### src/rtl/pipe_mux.sv
// pipe_mux: N-way select captured into a two-entry skid pipeline.
// Out-of-range selects yield result=0 with sel_err set.
module pipe_mux #(
  parameter  int WIDTH = 32,
  parameter  int N     = 2,
  localparam int SELW  = $clog2(N)
) (
  input  logic               clk,
  input  logic               reset,
  input  logic [N*WIDTH-1:0] data_in,
  input  logic [SELW-1:0]    select,
  input  logic               in_valid,
  output logic               in_ready,
  output logic [WIDTH-1:0]   result,
  output logic               sel_err,
  output logic               out_valid,
  input  logic               out_ready
);

  typedef enum logic [1:0] {
    EMPTY,
    ONE,
    TWO
  } state_t;

  localparam logic [SELW:0] NV = (SELW+1)'(N);

  state_t           state;
  logic [WIDTH-1:0] main_data;
  logic             main_err;
  logic [WIDTH-1:0] skid_data;
  logic             skid_err;
  logic [WIDTH-1:0] dec_data;
  logic             dec_err;
  logic             accept;
  logic             pop;

  always_comb begin
    dec_data = '0;
    dec_err  = ({1'b0, select} >= NV);
    for (int k = 0; k < N; k++) begin
      if (select == SELW'(k))
        dec_data = data_in[k*WIDTH +: WIDTH];
    end
  end

  assign accept = in_valid & in_ready;
  assign pop    = out_valid & out_ready;

  always_ff @(posedge clk) begin
    if (reset) begin
      state     <= EMPTY;
      in_ready  <= 1'b1;
      out_valid <= 1'b0;
      main_data <= '0;
      main_err  <= 1'b0;
      skid_data <= '0;
      skid_err  <= 1'b0;
    end else begin
      case (state)
        EMPTY: begin
          if (accept) begin
            main_data <= dec_data;
            main_err  <= dec_err;
            out_valid <= 1'b1;
            state     <= ONE;
          end
        end
        ONE: begin
          if (accept && pop) begin
            main_data <= dec_data;
            main_err  <= dec_err;
          end else if (accept) begin
            skid_data <= dec_data;
            skid_err  <= dec_err;
            in_ready  <= 1'b0;
            state     <= TWO;
          end else if (pop) begin
            out_valid <= 1'b0;
            state     <= EMPTY;
          end
        end
        TWO: begin
          // in_ready is low here, so only a pop can change anything
          if (pop) begin
            main_data <= skid_data;
            main_err  <= skid_err;
            in_ready  <= 1'b1;
            state     <= ONE;
          end
        end
        default: begin
          state     <= EMPTY;
          in_ready  <= 1'b1;
          out_valid <= 1'b0;
        end
      endcase
    end
  end

  assign result  = main_data;
  assign sel_err = main_err;

endmodule

### config.mk
export PLATFORM = sky130hd
export DESIGN_NAME = pipe_mux
export DESIGN_NICKNAME = d
export VERILOG_FILES = /design/src/rtl/pipe_mux.sv
export SDC_FILE = /design/constraint.sdc
export NUM_CORES = 1
export LEC_CHECK = 0
export ABC_AREA = 1
export BUFFER_PORTS_ARGS = -buffer_cell sky130_fd_sc_hd__clkbuf_2
export CORE_AREA = 4 4 85 87
export DETAILED_ROUTE_END_ITERATION = 7
export DIE_AREA = 0 0 89 91
export PLACE_DENSITY = 0.9
export SLEW_MARGIN = 20
export SYNTH_ARGS = -nofsm -noshare
export SYNTH_HDL_FRONTEND = slang
export SYNTH_SLANG_ARGS = --single-unit
### constraint.sdc
create_clock -name clk -period 1.8 [get_ports clk]
set_input_delay 0 -clock clk [delete_from_list [all_inputs] [get_ports clk]]
set_output_delay 0 -clock clk [all_outputs]
set_load 0.005 [all_outputs]
# --- Yosys cells after proc, flatten, opt, wreduce, memory -nomap -nowiden ---
# Index checks and enable logic that the tools add are counted.
totals:
  reg_bits: 69
  latch_bits: 0
  mem_bits_rw: 0
  romBits: 0
  word_cells: 51
  memories: 0
op_classes:
  addsub: 0
  mul: 0
  div: 0
  magnitude_cmp: 0
  eq_ne: 10
  shift: 0
  mux: 22
  n_bitwise: 5
  n_reduce_logical: 8
ops:
  columns: ["operator", "n"]
  rows:
  - ["2-to-1 mux 32 bit", 4]
  - ["case mux 32 bit (3 select lines)", 1]
  - ["!= test 2 bit, second input constant", 7]
  - ["AND reduction 4 bit", 3]
  - ["2-to-1 mux 2 bit", 5]
  - ["case mux 1 bit (3 select lines)", 3]
  - ["2-to-1 mux 1 bit", 8]
  - ["case mux 2 bit (3 select lines)", 1]
  - ["AND reduction 5 bit", 1]
  - ["!= test 3 bit, second input constant", 1]
  - ["NOT 1 bit", 3]
  - ["AND reduction 3 bit", 1]
  - ["nonzero test 3 bit", 1]
  - ["AND 1 bit", 2]
  - ["equality test 2 x 1 -> 1 bit, second input constant", 1]
  - ["equality test 2 bit, second input constant", 1]
  - ["zero test 2 bit", 1]
  - ["logical AND 1 bit", 1]

# --- Longest topological paths before layout ---
# Gate-level depths: netlist of run 1.
depth:
  word_depth: 5
  depth_mapped: 9
  mapped_depth_nobuf: 7

# --- Worst setup path before layout of run 1 ---
# No wires, ideal clock.
synth_timing:
  kind: "register to register"
  startpoint: "register in_ready"
  endpoint: "register main_data[12] (netlist: result[12])"
  arrival_ns: 1.116
  setup_slack_ns: 0.571
  stages_incl_launch_ff: 8
  path_buffers: 2
  period_less_slack_ns: 1.229
  path_cell_list: "dfxtp_1 -> nand2_1 -> o21ai_1 -> nand2_1 -> buf_4 -> buf_4 -> nor2_1 -> nor2_1"
synth_via:
  elab_chain_len: 4
synth_lines:
  columns: ["element", "line", "rtl"]
  rows:
  - ["start, declared", "13", "output logic in_ready,"]
  - ["start signal, assigned", "53", "in_ready <= 1'b1;"]
  - ["start signal, assigned", "76", "in_ready <= 1'b0;"]
  - ["start signal, assigned", "88", "in_ready <= 1'b1;"]
  - ["AND 1 bit (*)", "47", "assign accept = in_valid & in_ready;"]
  - ["logical AND 1 bit", "70", "if (accept && pop) begin"]
  - ["!= test 2 bit (no line)", null, null]
  - ["AND reduction 4 bit (no line) (*)", null, null]
  - ["end signal, assigned", "63", "main_data <= dec_data;"]
  - ["end signal, assigned", "71", "main_data <= dec_data;"]
  - ["end signal, assigned", "86", "main_data <= skid_data;"]
  - ["end, declared", "29", "logic [WIDTH-1:0] main_data;"]
# Every way passes the cells marked *; elsewhere a longest branch is shown, timed or not.
# A chain may end at the register's enable or synchronous reset.

# --- Worst setup path in the final report of run 1 ---
layout_timing:
  startpoint: "register state[1]"
  endpoint: "register skid_data[27]"
layout_via:
  elab_chain_len: 2
layout_lines:
  columns: ["element", "line", "rtl"]
  rows:
  - ["start, declared", "28", "state_t state;"]
  - ["start signal, assigned", "52", "state <= EMPTY;"]
  - ["start signal, assigned", "66", "state <= ONE;"]
  - ["start signal, assigned", "77", "state <= TWO;"]
  - ["equality test 2 x 1 -> 1 bit", "60", "case (state)"]
  - ["AND reduction 3 bit (no line)", null, null]
  - ["end signal, assigned", "74", "skid_data <= dec_data;"]
  - ["end, declared", "31", "logic [WIDTH-1:0] skid_data;"]
# Every way passes these cells.

==> results of run 1 <==
==> synthesized netlist by cell type (all sizes together) <==
library cell	instances	share of area [%]
nor2	67	7.2
inv	69	7.4
clkbuf	12	1.3
a21oi	35	5.0
nand2	235	25
nand3	39	5.6
dfxtp	68	39
buf	26	4.5
conb	1	0.11
o21ai	35	5.0
==> cell families after synthesis <==
group | count (synthesis) | share of synthesized area, %
flip-flops | 68 | 38.73
AND/OR/NAND/NOR | 341 | 38.02
AO/OA/AOI/OAI | 70 | 9.968
buffers and inverters | 107 | 13.17
other | 1 | 0.1067
==> worst max path at each step <==
stage / from / endpoint / slack (ns)
CTS: state[1] / skid_data[27] / 0.18
floorplan: in_ready / result[12] / 0.57
global route: state[1] / skid_data[30] / 0.05
finish: state[1] / skid_data[27] / 0.14
global placement: state[1] / result[12] / 0.38
detailed placement: state[1] / result[14] / 0.29
==> cell usage in the layout (no fill, tap or decap) <==
master	n
nand2_1	232
clkbuf_2	102
inv_1	68
dfxtp_1	68
nor2_1	66
nand3_1	39
a21oi_1	35
o21ai_0	34
clkbuf_8	11
buf_4	10
nand2_2	3
clkinvlp_4	2
inv_2	1
o21ai_1	1
nor2_2	1
conb_1	1
inv_6	1
clkinv_2	1
bufinv_16	1
buf_12	1
==> metal layers <==
layer | vias up | part of all wire (%)
met3 | 20 | 7.7
met1 | 1686 | 40
li1 | 1942 | -
met4 | 0 | 2.0
met2 | 157 | 50
met5 | - | 0
==> layout make-up <==
type	count	share of cell area (%)
clock inverter	5	1.392
multi-input combinational	412	40.07
tap	77	2.280
clock buffer	11	3.583
timing repair buffer	113	14.33
inverter	69	6.130
sequential	68	32.22
==> flip-flops by register name (all words and copies together) (netlist names) <==
register and flops:
skid_data 32, out_valid 1, in_ready 1, state 2, result 32
==> power breakdown <==
| group | internal (mW) | leakage [nW] | switching (mW) |
|---|---|---|---|
| Combinational | 0.439 | 1.61 | 0.709 |
| Sequential | 1.71 | 0.557 | 0.112 |
| Clock | 0.717 | 0.102 | 0.614 |
==> worst max-delay path, cell delays in order, from the launching register on <==
cell and delay, ns:
dfxtp_1 0.44, inv_1 0.13, nand2_1 0.11, nor2_2 0.05, nand2_2 0.48, nand2_1 0.16
a21oi_1 0.20
==> results.md, run 1 <==
- DRT Pass-1 Iters: 7
- Max clock buf depth: 2
- Pleak: 2.267 nW
- Slew margin rel.: 56.94%
- Total power: 4.299 mW
- R2R Path End: skid_data[27]
- Die W: approximately 89 microns
- # IOs: 104
- First-pass GRT wire length: roughly 15,000 microns
- Unique masters post-synth: 17
- Buffers on Ports: 102
- Final ANT Viol Nets: 0
- Post-Syn Instances: 587
- Hold depth: 5
- Core area: approximately 0.0063 sq mm
- CTS tree: done
- DRC viols: 0
- Post-CTS setup buffers: 0
- DP Wirelength: a little over 6000 microns
- Via density: 5.040
- Worst Tran Pin Value: 0.6436 ns
- Cts hold-fix bufs: 0
- Hold_sp: data_in[24]
- Post-Syn Area: 0.003515 sq mm
- # diodes: 0
- Hold Path End: skid_data[24]
- WHS: 0.02930 ns
- Clock transition at path regs: 0.08 ns
- Max Cap Viol: 0
- CP Data Arrival Time: a little under 2 ns
- Layout cells sized above 1: 19.76%
- Storage element area: 0.001361 sq mm
- Endpoints failing setup: 0
- FP Rows: 29
- Hold Fails Final Rpt: 0
- Gr busiest metal: met2
- Reg2reg start: state[1]
- Hold crit path type: in2reg
- Initial core utilization: 55.35%
- WL final: 9149 microns
- Placed cells: 739
- Synthesis Warnings: 0
- CTS Buf Count: 9
- #FFs+latches synth: 68
- Remaining global-route overflow: 0
- GR Util All Layers: roughly 23%
- Largest net degree at the start of global routing: 43
- Met2 usage: 39.11%
- Max-slew violations: 0
- Global placement routability congestion: 0.7492
- Vias in the first global route: approximately 3,500
- Pwr/cell area: 1017 mW/mm^2
- FMAX: 602.1 MHz
- Worst EP required: about 2.1 ns
- Placed cell area: 0.004015 sq mm
- Area grow syn2layout: 20.22%
- Vias: 3,805
- H-Tree Depth: 3
- Cell area after layout: 0.004225 sq mm
- Critical path class: reg2reg
- Cts repair resizes: 0
- Worst vdd ir: 0.5697 mV
- Outcome: completed
- R2r worst-path depth: 6
- Layout Cells excl Fill: ~760
- GR Util met3: 4.163%
- Initial DRC Count: 316
- Fin util: 66.54%
- CTS root buf: clkbuf_8
- Clock tree sinks: 68
- Syn avg cell area: about 6 sq um
- Crit path capture type: flip-flop
- Setup TNS: 0 ns
- Initial antenna violation count: 0
- # nets final: 742
- DIE AREA: 0.008099 sq mm
- Worst-Skew Late Latency: 0.36 ns
- Tmin final: roughly 1.7 ns
- Place WS: 0.2910 ns
- Routed WL per cell: 12.12 microns
- Final WS setup: 0.1391 ns
- Largest fanout on the critical path: 33
- Layout fillers: 534
- Area of the multi-input gates: 0.001693 sq mm
- Crit start category: flip-flop
- Die Y: 91 microns
- Reg2Reg Setup Slack: 0.14 ns
- RSZ-0062 raised after global routing: false
- Sequential fraction of the synthesis area: 38.73%
- Synthesized Nets: 656
- Skew final: 0.01004 ns
- Tcrit/Tclk final: 92.27%
- GR Layer Usage met1: approximately 27%
Power figures use the tool's default switching activity.
==> run 2, diff against run 1 <==
CORE_AREA = 4 4 114 116   (was 4 4 85 87)
DIE_AREA = 0 0 118 120   (was 0 0 89 91)
PLACE_DENSITY = 0.57   (was 0.9)
SKIP_LAST_GASP = 1   (was default)
==> run 2 against run 1 <==
Net effect:
- flip-flop and latch count stayed put
- register-to-register slack better by 0.13 ns
- clock skew is 0.0043 ns lower
- sequential power hardly changed
- clock power is 62% higher
- die area is 75% higher
- clock-buffer cell count is 2 lower
- fmax is 8.2% higher
- non-clock buffer count is 2 higher
- critical endpoint is now result[0]
==> results.md, run 2 (same netlist as run 1, synthesis figures left out) <==
- R2R Path End: result[0] (was skid_data[27])
- Initial antenna violation count: 0 (unchanged)
- Max clock buf depth: 2 (unchanged)
- Global placement routability congestion: 0.7413 (was 0.7492)
- CTS tree: done (unchanged)
- Total power: 5.124 mW (was 4.299 mW)
- Remaining global-route overflow: 0 (unchanged)
- Most frequent cells in the layout: 232 x nand2_1, 102 x clkbuf_2, 68 x inv_1, 68 x dfxtp_1, 66 x nor2_1 (unchanged)
- Psw: 1.472 mW (was 1.435 mW)
- Core area: 0.01191 sq mm (was 0.006350 sq mm)
- Post-CTS setup buffers: 0 (unchanged)
- CP startpoint: state[0] (was state[1])
- Crit start category: flip-flop (unchanged)
- Max-slew violations: 0 (unchanged)
- Logic pwr share: 22.4% (was 26.7%)
- Area grow syn2layout: 27.95% (was 20.22%)
- DIE AREA: 0.01416 sq mm (was 0.008099 sq mm)
- Reg2Reg Setup Slack: 0.26 ns (was 0.14 ns)
- Largest net degree at the start of global routing: 65 (was 43)
- Outcome: completed (unchanged)
- Cts repair resizes: 0 (unchanged)
- Pwr/cell area: 1139 mW/mm^2 (was 1017 mW/mm^2)
- Initial core utilization: 29.51% (was 55.35%)
- Vias: 3,577 (was 3,805)
- Die Y: 120 microns (was 91 microns)
- Sw Ratio: 28.74% (was 33.38%)
- Register share of total power: 35.6% (was 42.3%)
- Largest fanout on the critical path: 22 (was 33)
- Worst EP required: 2.06 ns (was 2.08 ns)
- R2r worst-path depth: 8 (was 6)
- Layout fillers: 1,293 (was 534)
- # IOs: 104 (unchanged)
- Hold crit path type: in2reg (unchanged)
- Pint: 3.651 mW (was 2.864 mW)
- Setup TNS: 0 ns (unchanged)
- Reg2reg start: state[0] (was state[1])
- Commonest non-fill, non-tap cell in the layout: nand2_1 (unchanged)
- CTS root buf: clkbuf_16 (was clkbuf_8)
- Via density: 4.331 (was 5.040)
- Hold Fails Final Rpt: 0 (unchanged)
- FMAX: 651.5 MHz (was 602.1 MHz)
- Layout cells sized above 1: 19.88% (was 19.76%)
- Worst vdd ir: 0.4097 mV (was 0.5697 mV)
- RSZ-0062 raised after global routing: false (unchanged)
- Final ANT Viol Nets: 0 (unchanged)
- Critical path class: reg2reg (unchanged)
- Clock transition at path regs: 0.06 ns (was 0.08 ns)
- WL final: 9119 microns (was 9149 microns)
- Cts hold-fix bufs: 0 (unchanged)
- CTS Buf Count: 9 (unchanged)
- Initial DRC Count: 212 (was 316)
- DP Wirelength: 6418 microns (was 6164 microns)
- CP Data Arrival Time: 1.80 ns (was 1.94 ns)
- Pleak: 2.353 nW (was 2.267 nW)
- Worst-Skew Late Latency: 0.33 ns (was 0.36 ns)
- DRT Pass-1 Iters: 7 (unchanged)
- FP Rows: 40 (was 29)
- Die W: 118 microns (was 89 microns)
- Crit path capture type: flip-flop (unchanged)
- GR Util All Layers: 13.37% (was 22.77%)
- # nets final: 744 (was 742)
- Critical Path Sink: result[0] (was skid_data[27])
- Endpoints failing setup: 0 (unchanged)
- Clock tree sinks: 68 (unchanged)
- First-pass GRT wire length: 15,520 microns (was 14,930 microns)
- Routed WL per cell: 11.04 microns (was 12.12 microns)
- # diodes: 0 (unchanged)
- Max Cap Viol: 0 (unchanged)
- Skew final: 0.005706 ns (was 0.01004 ns)
- Tmin final: 1.535 ns (was 1.661 ns)
- Clock Power Share: 42.0% (was 31.0%)
- Vias in the first global route: 3,268 (was 3,534)
- Buffers on Ports: 102 (unchanged)
- Hold_sp: reset (was data_in[24])
- H-Tree Depth: 3 (unchanged)
- Tcrit/Tclk final: 85.28% (was 92.27%)
- DRC viols: 0 (unchanged)
-- run 2: power groups by stage --
stage          sequential [mW]  clock, mW  combinational, mW
4_1_cts                   1.82       2.20               1.17
3_3_place_gp              1.86          0               1.15
5_1_grt                   1.85       2.27               1.36
6_report                  1.82       2.15               1.15
3_5_place_dp              1.86          0               1.16
2_1_floorplan             1.85          0              0.782
-- run 2: worst min path at each step --
| stage | endpoint | cells after the start |
|---|---|---|
| final | in_ready | 3 |
| after CTS | skid_data[27] | 5 |
| after detailed placement | result[25] | 1 |
| after global routing | in_ready | 3 |
| after global placement | result[24] | 1 |
| after floorplan | skid_data[0] | 4 |
-- run 2: metal layers --
layer	GRT usage [%]	vias up	share of wire [%]
met5	0	-	0
met4	4.615	0	1.5
met3	3.582	11	5.3
met2	21.95	86	45
met1	16.96	1532	48
li1	-	1948	-
-- run 2: layout make-up --
| type | instances | area, sq um | area share (%) |
|---|---|---|---|
| tap | 147 | 183.9 | 4.090 |
| clock buffer | 9 | 225.2 | 5.008 |
| multi-input combinational | 412 | 1698 | 37.76 |
| sequential | 68 | 1361 | 30.27 |
| clock inverter | 6 | 136.4 | 3.033 |
| inverter | 69 | 259.0 | 5.760 |
| timing repair buffer | 115 | 633.1 | 14.08 |
-- run 2: stage by stage --
| step | area (sq um) | utilization (%) | setup slack [ns] | hold WS (ns) | instances |
|---|---|---|---|---|---|
| 6_report | 4497 | 37.75 | 0.2650 | 0.06111 | 826 |
| 5_1_grt | 4497 | 37.75 | 0.08468 | 0.08364 | 826 |
| 4_1_cts | 4497 | 37.75 | 0.2407 | 0.05578 | 826 |
| 3_5_place_dp | 4135 | 34.72 | 0.2672 | 0.3920 | 811 |
| 3_3_place_gp | 4135 | 34.72 | 0.3195 | 0.3928 | 811 |
| 2_1_floorplan | 3515 | - | 0.5715 | 0.2797 | 587 |
-- run 2: worst max-delay path, stage by stage (launching register included) --
cell     delay, ns
dfxtp_1       0.35
inv_2         0.10
nand2_2       0.06
inv_1         0.30
buf_4         0.34
nand2_1       0.09
nand2_1       0.07
nor2_1        0.04
nor2_1        0.11
